## src/rtl/packet_hex_framer.sv

```systemverilog
// Serializes one wide correlator packet into an uppercase ASCII-hex byte stream,
// followed by a CRC-16/CCITT-FALSE trailer (over the hex characters) and a terminator byte.
module packet_hex_framer #(
  parameter int unsigned PACKET_SIZE = 256,
  parameter logic [7:0]  TERMINATOR  = 8'h0D
) (
  input  logic                   intclk,
  input  logic                   reset,
  input  logic [PACKET_SIZE-1:0] packet_in,
  input  logic                   packet_valid,
  input  logic                   tx_ready,
  output logic [7:0]             tx_byte,
  output logic                   tx_strobe,
  output logic                   busy,
  output logic [15:0]            dropped
);

  localparam int unsigned NIBBLES = PACKET_SIZE / 4;
  localparam int unsigned CW      = (NIBBLES > 1) ? $clog2(NIBBLES) : 1;
  localparam logic [CW-1:0] LAST  = CW'(NIBBLES - 1);

  typedef enum logic [1:0] {ST_IDLE, ST_DATA, ST_CRC, ST_TERM} state_t;

  state_t                 state, state_n;
  logic [PACKET_SIZE-1:0] shreg, shreg_n;
  logic [CW-1:0]          cnt, cnt_n;
  logic [15:0]            crc, crc_n, crc_sh;
  logic [1:0]             cidx, cidx_n;
  logic [7:0]             byte_n;
  logic                   strobe_n;
  logic [15:0]            dropped_n;
  logic                   accept;

  function automatic logic [7:0] hex(input logic [3:0] n);
    return (n < 4'd10) ? (8'h30 + {4'h0, n}) : (8'h37 + {4'h0, n});
  endfunction

  function automatic logic [15:0] crc_step(input logic [15:0] c, input logic [7:0] d);
    logic [15:0] r;
    r = c ^ {d, 8'h00};
    for (int i = 0; i < 8; i++) begin
      r = r[15] ? ((r << 1) ^ 16'h1021) : (r << 1);
    end
    return r;
  endfunction

  // Next-state and next-output logic; registered outputs hold unless a byte is accepted.
  always_comb begin
    state_n   = state;
    shreg_n   = shreg;
    cnt_n     = cnt;
    crc_n     = crc;
    cidx_n    = cidx;
    byte_n    = tx_byte;
    dropped_n = dropped;
    crc_sh    = 16'h0000;
    accept    = tx_strobe && tx_ready;

    if (packet_valid && (state != ST_IDLE) && (dropped != 16'hFFFF)) begin
      dropped_n = dropped + 16'd1;
    end

    case (state)
      ST_IDLE: begin
        if (packet_valid) begin
          shreg_n = packet_in;
          cnt_n   = '0;
          crc_n   = 16'hFFFF;
          cidx_n  = 2'd0;
          byte_n  = hex(packet_in[PACKET_SIZE-1 -: 4]);
          state_n = ST_DATA;
        end
      end
      ST_DATA: begin
        if (accept) begin
          crc_n   = crc_step(crc, tx_byte);
          shreg_n = shreg << 4;
          if (cnt == LAST) begin
            cidx_n  = 2'd0;
            byte_n  = hex(crc_n[15:12]);
            state_n = ST_CRC;
          end else begin
            cnt_n  = cnt + CW'(1);
            byte_n = hex(shreg_n[PACKET_SIZE-1 -: 4]);
          end
        end
      end
      ST_CRC: begin
        if (accept) begin
          if (cidx == 2'd3) begin
            byte_n  = TERMINATOR;
            state_n = ST_TERM;
          end else begin
            cidx_n = cidx + 2'd1;
            crc_sh = crc << {cidx_n, 2'b00};
            byte_n = hex(crc_sh[15:12]);
          end
        end
      end
      ST_TERM: begin
        if (accept) begin
          byte_n  = 8'h00;
          state_n = ST_IDLE;
        end
      end
      default: state_n = ST_IDLE;
    endcase

    strobe_n = (state_n != ST_IDLE);
  end

  always_ff @(posedge intclk) begin
    if (reset) begin
      state     <= ST_IDLE;
      shreg     <= '0;
      cnt       <= '0;
      crc       <= 16'hFFFF;
      cidx      <= 2'd0;
      tx_byte   <= 8'h00;
      tx_strobe <= 1'b0;
      busy      <= 1'b0;
      dropped   <= 16'h0000;
    end else begin
      state     <= state_n;
      shreg     <= shreg_n;
      cnt       <= cnt_n;
      crc       <= crc_n;
      cidx      <= cidx_n;
      tx_byte   <= byte_n;
      tx_strobe <= strobe_n;
      busy      <= strobe_n;
      dropped   <= dropped_n;
    end
  end

endmodule

```

## config.mk

```make
export PLATFORM = sky130hd
export DESIGN_NAME = packet_hex_framer
export DESIGN_NICKNAME = d
export VERILOG_FILES = /design/src/rtl/packet_hex_framer.sv
export SDC_FILE = /design/constraint.sdc
export NUM_CORES = 1
export LEC_CHECK = 0
export ABC_AREA = 1
export ABC_CLOCK_PERIOD_IN_PS = 3100
export CORE_MARGIN = 5
export CORE_UTILIZATION = 40
export CTS_CLUSTER_SIZE = 8
export DETAILED_ROUTE_END_ITERATION = 16
export PLACE_DENSITY = 0.66
export SKIP_CTS_REPAIR_TIMING = 1
export SLEW_MARGIN = 40
export SYNTH_ARGS = -nofsm -noshare
export SYNTH_HDL_FRONTEND = slang
export SYNTH_SLANG_ARGS = --single-unit
```

## constraint.sdc

```tcl
create_clock -name intclk -period 3.1 [get_ports intclk]
set_clock_uncertainty 0.15 [all_clocks]
set_input_delay 0.62 -clock intclk [delete_from_list [all_inputs] [get_ports intclk]]
set_output_delay 0.62 -clock intclk [all_outputs]
set_load 0.01 [all_outputs]
```

==> After elaboration in Yosys (flattened, before gate mapping) <==
Cells that the tools add are included.
{ "totals": {"regBits": 303, "inputBits": 260, "out_inout_bits": 26, "wordCells": 100} }
{ "classes": {"add_sub_neg": 11, "order_cmp": 4, "eq_ne": 13, "n_shift": 1, "muxes": 42, "n_bitwise": 9, "reduce_logical": 12} }
{ "op_table": {"columns": ["operator", "n"], "rows": [
  ["$mux 252", 2],
  ["$pmux 252 s2", 1],
  ["$mux 13", 8],
  ["$add 6x4->7 const A", 8],
  ["$mux 7", 6],
  ["$mux 16", 2],
  ["$mux 8", 4],
  ["$pmux 16 s2", 1],
  ["$pmux 8 s4", 1],
  ["$not 3->3", 8],
  ["$mux 2", 11],
  ["$mux 6", 3],
  ["$add 16x1->16 const B", 1],
  ["$lt 4x4->1 const B", 4],
  ["$ne 16x16->1 const B", 1],
  ["$shl 16x4->16", 1],
  ["$xor 16x16->16", 1],
  ["$ne 2x2->1 const B", 7],
  ["$pmux 6 s2", 1],
  ["$pmux 2 s4", 1],
  ["$reduce_and 4->1", 2],
  ["$add 6x1->6 const B", 1],
  ["$eq 2x2->1 const B", 3],
  ["$eq 6x6->1 const B", 1],
  ["other kinds (9)", 13]
]} }

==> Logic depth before layout (Yosys ltp) <==
Gate-level depths: netlist (run 1).
{ "depth": {"depth_word": 22, "mapped_depth": 15} }

==> Least setup slack after synthesis (run 1) <==
No wires, ideal clock.
{ "synth_timing": {"path_kind": "register to register", "from": "register cidx[0]", "to": "register tx_byte[2]", "setup_time_ps": 109, "arrival_time_ps": 1600, "required_time_ps": 2841, "slack_ps": 1241, "stages_incl_launch_ff": 13, "n_path_buf": 0, "period_less_slack_ps": 1859, "cell_sequence": "dfxtp_1 -> ha_1 -> o21ai_0 -> a21oi_1 -> a21oi_1 -> ha_1 -> nand2_1 -> a31oi_1 -> o21ai_0 -> nand2_1 -> nand3_1 -> nand2_1 -> inv_1"} }
{ "synth_via": {"elab_chain_len": 7, "word_cells_on_any_way": 10, "cone_classes": "add/sub: 3; order compare: 1; eq/ne: 1; shift: 1; mux: 4"} }
{ "synth_rtl": {"columns": ["element", "line_no", "rtl"], "rows": [
  ["from (decl)", "28", "logic [1:0] cidx, cidx_n;"],
  ["from (signal assigned)", "128", "cidx <= cidx_n;"],
  ["$add 2x1->2", "94", "cidx_n = cidx + 2'd1;"],
  ["$shl 16x4->16", "95", "crc_sh = crc << {cidx_n, 2'b00};"],
  ["$add 6x4->7 or $lt 4x4->1 (tied branches)", "35", "return (n < 4'd10) ? (8'h30 + {4'h0, n}) : (8'h37 + {4'h0, n});"],
  ["$mux 7", "35", null],
  ["$mux 7 (*)", "90", "if (cidx == 2'd3) begin"],
  ["$mux 8 (*)", "89", "if (accept) begin"],
  ["$pmux 8 s4 (*)", "63", "case (state)"],
  ["to (signal assigned)", "129", "tx_byte <= byte_n;"],
  ["to (decl)", "12", "output logic [7:0] tx_byte,"]
]} }
Every way passes the cells marked *; elsewhere a longest branch is shown, timed or not. The select of a mux whose other input is x is not followed.
A chain may end at the register's enable or synchronous reset.

==> Worst setup path after layout (run 1) <==
Ends and elaborated chain as after synthesis.

==> impl_metrics.toml, run 1 <==
[run_status]
status = "completed"

[route]
wl_mm = 40.7
post_drt_wl_per_cell_um = 16.0
vias_per_cell = 5.37
num_vias = 13700
drc = 0
firstDrtPassIters = 5
dr.first_iter.drc_count = 1108
ant_nets = 0

[job]
cap_violations = 0

[yosys]
syn_nets = 2154
ys.flop_type = "dfxtp_1"
synth_top_area_share_pct = 44.8
yosys_register_bits = 302
synth.most_common_cell = "nand2_1"
synth_area_leaders = "dfxtp_1, nand2_1, a31oi_1"
synth-edff-count = 0
netlist-cell-type-count = 36
avgSynthCellArea_sq_um = 7.15
synth-async-reset-ratio_pct = 0
synth_largest_area_cell = "dfxtp_1"
synth.cells.most_frequent = "nand2_1, dfxtp_1, o21ai_0, a31oi_1, clkbuf_1"
synth_area_sq_um = 13500
ys_warn_count = 0
synth_seq_area_share_pct = 44.8
syn_inst = 1888

[floorplanning]
boundaryPins = 286
coreArea_sq_um = 33400
num_rows = 67
fp.dieW_um = 194
die_area_sq_um = 37500
die_h_um = 194
start_util_pct = 40.3

[timing]
final-setup-viol-count = 0
hold_ws_ps = 316
slew_headroom_pct = 50.9
finalCritPeriodShare_pct = 81.6
fin_tns_setup_ps = 0
drv_slew = 0
worstMarginPinSlew_ps = 729
rsz0062_at_grt = "no"
hold_viol = 0
fmax_ghz = 0.395
min_period_ps = 2530

[cts]
cts_sinks = 302
cts_buffer_depth = 3
root_buffer = "clkbuf_16"
clock_latency_ps = 520
tritoncts = "built"
h-tree-depth = 2
cts_buffers = 43
clk_transition_reported_paths_ps = 60

[place]
dp_hpwl_mm = 26.7
gp_congestion = 0.879
numPortBuffers = 284

[power]
power_w = 0.0105
comb_power_share_pct = 17.0
internal_power_w = 0.00763
p_per_area_nw_per_um2 = 589
p_leak_nw = 6.85
ir_drop_mv = 0.395
clkPwrFrac_pct = 39.8
p_sw_w = 0.00284
p_seq_share_pct = 43.2
switching_share_pct = 27.1

[global_routing]
overflow = 0
grt_use_total_pct = 20.4
antenna_found_initial = 5
grt_pass1_wl_mm = 65.7
grt_max_degree = 153
grt_pass1_vias = 12900

[setup_path]
worstPathMaxFanout = 13
start_kind = "register"
cp-end-kind = "register"
crit_type = "register to register"
crit_arrival_ps = 2800
cp.required_ps = 3370

[final_layout]
regArea_sq_um = 6050
multi_input_area_sq_um = 6510
fin_util_pct = 53.2
area_growth_pct = 31.8
drive_gt1_share_pct = 4.39
fin_nets = 2361
fillCellCount = 3218

[hold_path]
min_path_type = "register to register"
[layout by cell type, fill, tap and decap left out, types with 3 or more instances in the layout]
cell and count:
xnor2_1 5, buf_12 14, inv_2 7, nand3_1 41, ha_1 6, a31oi_1 250, clkdlybuf4s50_1 284, nor3_1 10
inv_1 66, clkbuf_16 45, nand2_1 632, o21ai_0 278, o21a_1 3, buf_4 12, o211ai_1 4, a211oi_1 6
nand4_1 8, nor2_1 34, o21ai_1 5, dfxtp_1 302, a21oi_1 46, xor2_1 7, nor2_2 5, o22ai_1 9
nor2_4 3
[power by group through the flow]
| stage | clock network [W] | logic (W) | registers (W) |
|---|---|---|---|
| 4_1_cts | 0.00427 | 0.00178 | 0.00452 |
| 2_1_floorplan | 0 | 0.00111 | 0.00452 |
| 6_report | 0.00417 | 0.00178 | 0.00452 |
| 5_1_grt | 0.00443 | 0.00199 | 0.00456 |
| 3_5_place_dp | 0 | 0.00176 | 0.00458 |
| 3_3_place_gp | 0 | 0.00173 | 0.00458 |
[metrics by stage]
step | setup slack [ps] | cell area (sq um) | instances
4_1_cts | 619 | 17800 | 2546
3_3_place_gp | 495 | 16600 | 2498
6_report | 570 | 17800 | 2548
2_1_floorplan | 1240 | 13500 | 1888
5_1_grt | 358 | 17800 | 2548
3_5_place_dp | 412 | 16600 | 2498
[per-layer routing]
metal	up-vias	GRT usage, %	part of all wire (%)
met5	-	0	0.083
met3	76	4.21	6.6
met2	413	32.8	45
met1	6338	28.2	46
li1	6857	-	-
met4	6	4.93	1.9
[critical path, stage by stage, from the launching register on]
cell	delay, ps
dfxtp_1	590
ha_1	390
o21ai_0	110
a21oi_1	60
a21oi_1	310
ha_1	230
nand2_1	60
a31oi_1	130
o21ai_0	110
nand2_1	70
nand3_1	90
nand2_1	80
inv_1	40
[final timing paths]
check	from	to	slack, ps	cells past startpoint
min reg2reg	shreg[3]	shreg[3]	320	2
max reg2reg	cidx[0]	tx_byte[2]	570	12
max	cidx[0]	tx_byte[2]	570	12
min	shreg[3]	shreg[3]	320	2
[kinds of logic (layout without fill, tap and decap cells)]
| group | count (synthesis) | in the layout | share of synthesized area, % |
|---|---|---|---|
| AOI/OAI and AO/OA | 603 | 603 | 25.1 |
| adders and majority gates | 6 | 6 | 0.556 |
| buffers and inverters | 223 | 433 | 6.95 |
| xor gates and xnor gates | 12 | 12 | 0.779 |
| DFF | 302 | 302 | 44.8 |
| and+or+nand+nor | 741 | 741 | 21.8 |
| other | 1 | 3 | 0.0278 |
[cell type report]
cell class	count	area share, %
antenna	2	0.0281
clock buffer	47	6.38
clock inverter	1	0.113
inverter	75	1.65
multi-input combinational	1363	36.6
sequential	302	34.0
tap	448	3.15
timing repair buffer	310	18.1
[state kept, by name (all words and copies together), names as in the netlist]
name / flops
crc: 16
tx_byte: 7
shreg: 252
cidx: 2
cnt: 6
dropped: 16
state: 2
busy: 1
(Power assumes the default switching activity.)
==> inputs of run 2 (changes only) <==
--- a/config.mk
+++ b/config.mk
@@ -6,12 +6,12 @@
 export NUM_CORES = 1
 export LEC_CHECK = 0
 export ABC_AREA = 1
-export ABC_CLOCK_PERIOD_IN_PS = 3100
+export ABC_CLOCK_PERIOD_IN_PS = 2300
 export CORE_MARGIN = 5
 export CORE_UTILIZATION = 40
 export CTS_CLUSTER_SIZE = 8
 export DETAILED_ROUTE_END_ITERATION = 16
-export PLACE_DENSITY = 0.66
+export PLACE_DENSITY = 0.69
 export SKIP_CTS_REPAIR_TIMING = 1
 export SLEW_MARGIN = 40
 export SYNTH_ARGS = -nofsm -noshare
==> constraint.sdc (replaced) <==
create_clock -name intclk -period 2.3 [get_ports intclk]
set_clock_uncertainty 0.15 [all_clocks]
set_input_delay 0.46 -clock intclk [delete_from_list [all_inputs] [get_ports intclk]]
set_output_delay 0.46 -clock intclk [all_outputs]
set_load 0.01 [all_outputs]
==> run 2 against run 1 <==
Effect of this change:
- worst setup slack got worse by 480 ps
- clock-buffer cell count is the same
- global-route usage shrank 0.14 points
- final cell count is 0.59% higher
- critical path depth decreased by 11
- wire length shrank 0.44%
- flip-flop and latch count unchanged
- via count shrank 0.17%
- first-iteration DRC count up 0.45%
- utilization grew 0.49 points
==> impl_metrics.toml, run 2 (synthesized netlist as in run 1, its figures left out) <==
[run_status]
status = "completed"

[floorplanning]
start_util_pct = 40.3
coreArea_sq_um = 33400
fp.dieW_um = 194
die_h_um = 194
die_area_sq_um = 37500
num_rows = 67
boundaryPins = 286

[setup_path]
cp_top_family = "buffers and inverters"
crit_type = "register to output port"
crit_arrival_ps = 1600
path_cells = "clkdlybuf4s50_1"
cp.required_ps = 1690
worstPathMaxFanout = 4
r2r-start = "cidx[1]"
path_buf_inv = 1
reg2reg_slack_ps = 180
cp-end-kind = "output port"
max_stage_delay_ps = 620
r2r-end = "tx_byte[2]"
r2r_cells = 13
start_kind = "register"
cp_slowest_cell = "clkdlybuf4s50_1"

[cts]
root_buffer = "clkbuf_16"
cts_buffers = 43
clk_transition_reported_paths_ps = 50
h-tree-depth = 2
clock_latency_ps = 520
cts_buffer_depth = 3
tritoncts = "built"
cts_sinks = 302

[power]
clkPwrFrac_pct = 39.7
ir_drop_mv = 0.553
p_per_area_nw_per_um2 = 790
comb_power_share_pct = 17.4
p_sw_w = 0.00385
internal_power_w = 0.0103
switching_share_pct = 27.2
p_seq_share_pct = 43.0
p_leak_nw = 6.94

[timing]
fmax_ghz = 0.453
hold_ws_ps = 316
final-setup-viol-count = 0
finalCritPeriodShare_pct = 96.0
drv_slew = 0
min_period_ps = 2210
rsz0062_at_grt = "no"
hold_viol = 0
layout_setup_ws_ps = 91.1
slew_headroom_pct = 53.9
worstMarginPinSlew_ps = 684

[global_routing]
grt_use_total_pct = 20.2
grt_pass1_vias = 12900
overflow = 0
antenna_found_initial = 3
grt_pass1_wl_mm = 65.4
grt_max_degree = 143

[route]
ant_nets = 0
dr.first_iter.drc_count = 1113
firstDrtPassIters = 5
wl_mm = 40.6
vias_per_cell = 5.33
num_vias = 13700
post_drt_wl_per_cell_um = 15.8
drc = 0

[final_layout]
largestRegisters = "shreg (252), crc (16), dropped (16)"
drive_gt1_share_pct = 5.16
fin_nets = 2377
layout_common_cells = "nand2_1, dfxtp_1, clkdlybuf4s50_1, o21ai_0, a31oi_1"
largest_reg_flops = 252
largest_register = "shreg"
final_common_cell = "nand2_1"
area_growth_pct = 33.0

[hold_path]
min_to = "shreg[1]"
hold_path_depth = 2
min_from = "shreg[1]"
min_path_type = "register to register"

[place]
numPortBuffers = 284
dp_slack_ps = -30.6
dp_hpwl_mm = 27.2
gp_congestion = 0.882

[job]
cap_violations = 0
[run 2: cell count changes in the layout (fill, tap and decap cells not counted), sizes merged]
cell and change:
diode -1, buf +16
[run 2: final cells by class]
class,instances,area [sq um]
Inverter,75,294
Sequential cell,302,6050
Fill cell,3153,15500
Antenna cell,1,2.50
Tap cell,448,561
Timing Repair Buffer,326,3370
Clock buffer,47,1130
Clock inverter,1,20.0
Multi-Input combinational cell,1363,6520
[run 2: worst max-delay path by stage]
stage | cells after the start | to | slack (ps) | startpoint
floorplan | 12 | tx_byte[2] | 440 | cidx[0]
global placement | 10 | tx_byte[2] | -30 | tx_ready
detailed placement | 9 | shreg[209] | -30 | tx_ready
CTS | 1 | tx_byte[0] | 80 | tx_byte[0]
global route | 13 | tx_byte[2] | 8 | cidx[1]
finish | 1 | tx_byte[3] | 90 | tx_byte[3]
[run 2: power groups by stage]
stage	Combinational, W	Sequential, W	Clock, W
after detailed placement	0.00245	0.00617	0
final	0.00246	0.00609	0.00563
after global placement	0.00240	0.00617	0
after global routing	0.00275	0.00614	0.00596
after CTS	0.00247	0.00608	0.00576
after floorplan	0.00150	0.00610	0
[run 2: metal layers]
layer | vias to the layer above | global-route usage, % | part of all wire, %
met3 | 72 | 4.01 | 5.8
met2 | 391 | 32.4 | 46
met4 | 4 | 5.93 | 2.3
met1 | 6317 | 27.9 | 46
met5 | - | 0 | 0.037
li1 | 6883 | - | -
[run 2: per-stage QoR]
step	TNS (ps)	area (sq um)	util [%]	instances	power, W
after floorplan	0	13500	-	1888	0.00760
after detailed placement	-182	16800	50.2	2514	0.00862
after global placement	-54.4	16800	50.2	2514	0.00856
final	0	17900	53.6	2563	0.0142
after CTS	0	17900	53.6	2562	0.0143
after global routing	0	17900	53.6	2563	0.0149
[run 2: tightest hold or removal path: stages (launching register included)]
cell and delay [ps]:
dfxtp_1 310, nand2_1 60, a21oi_1 50
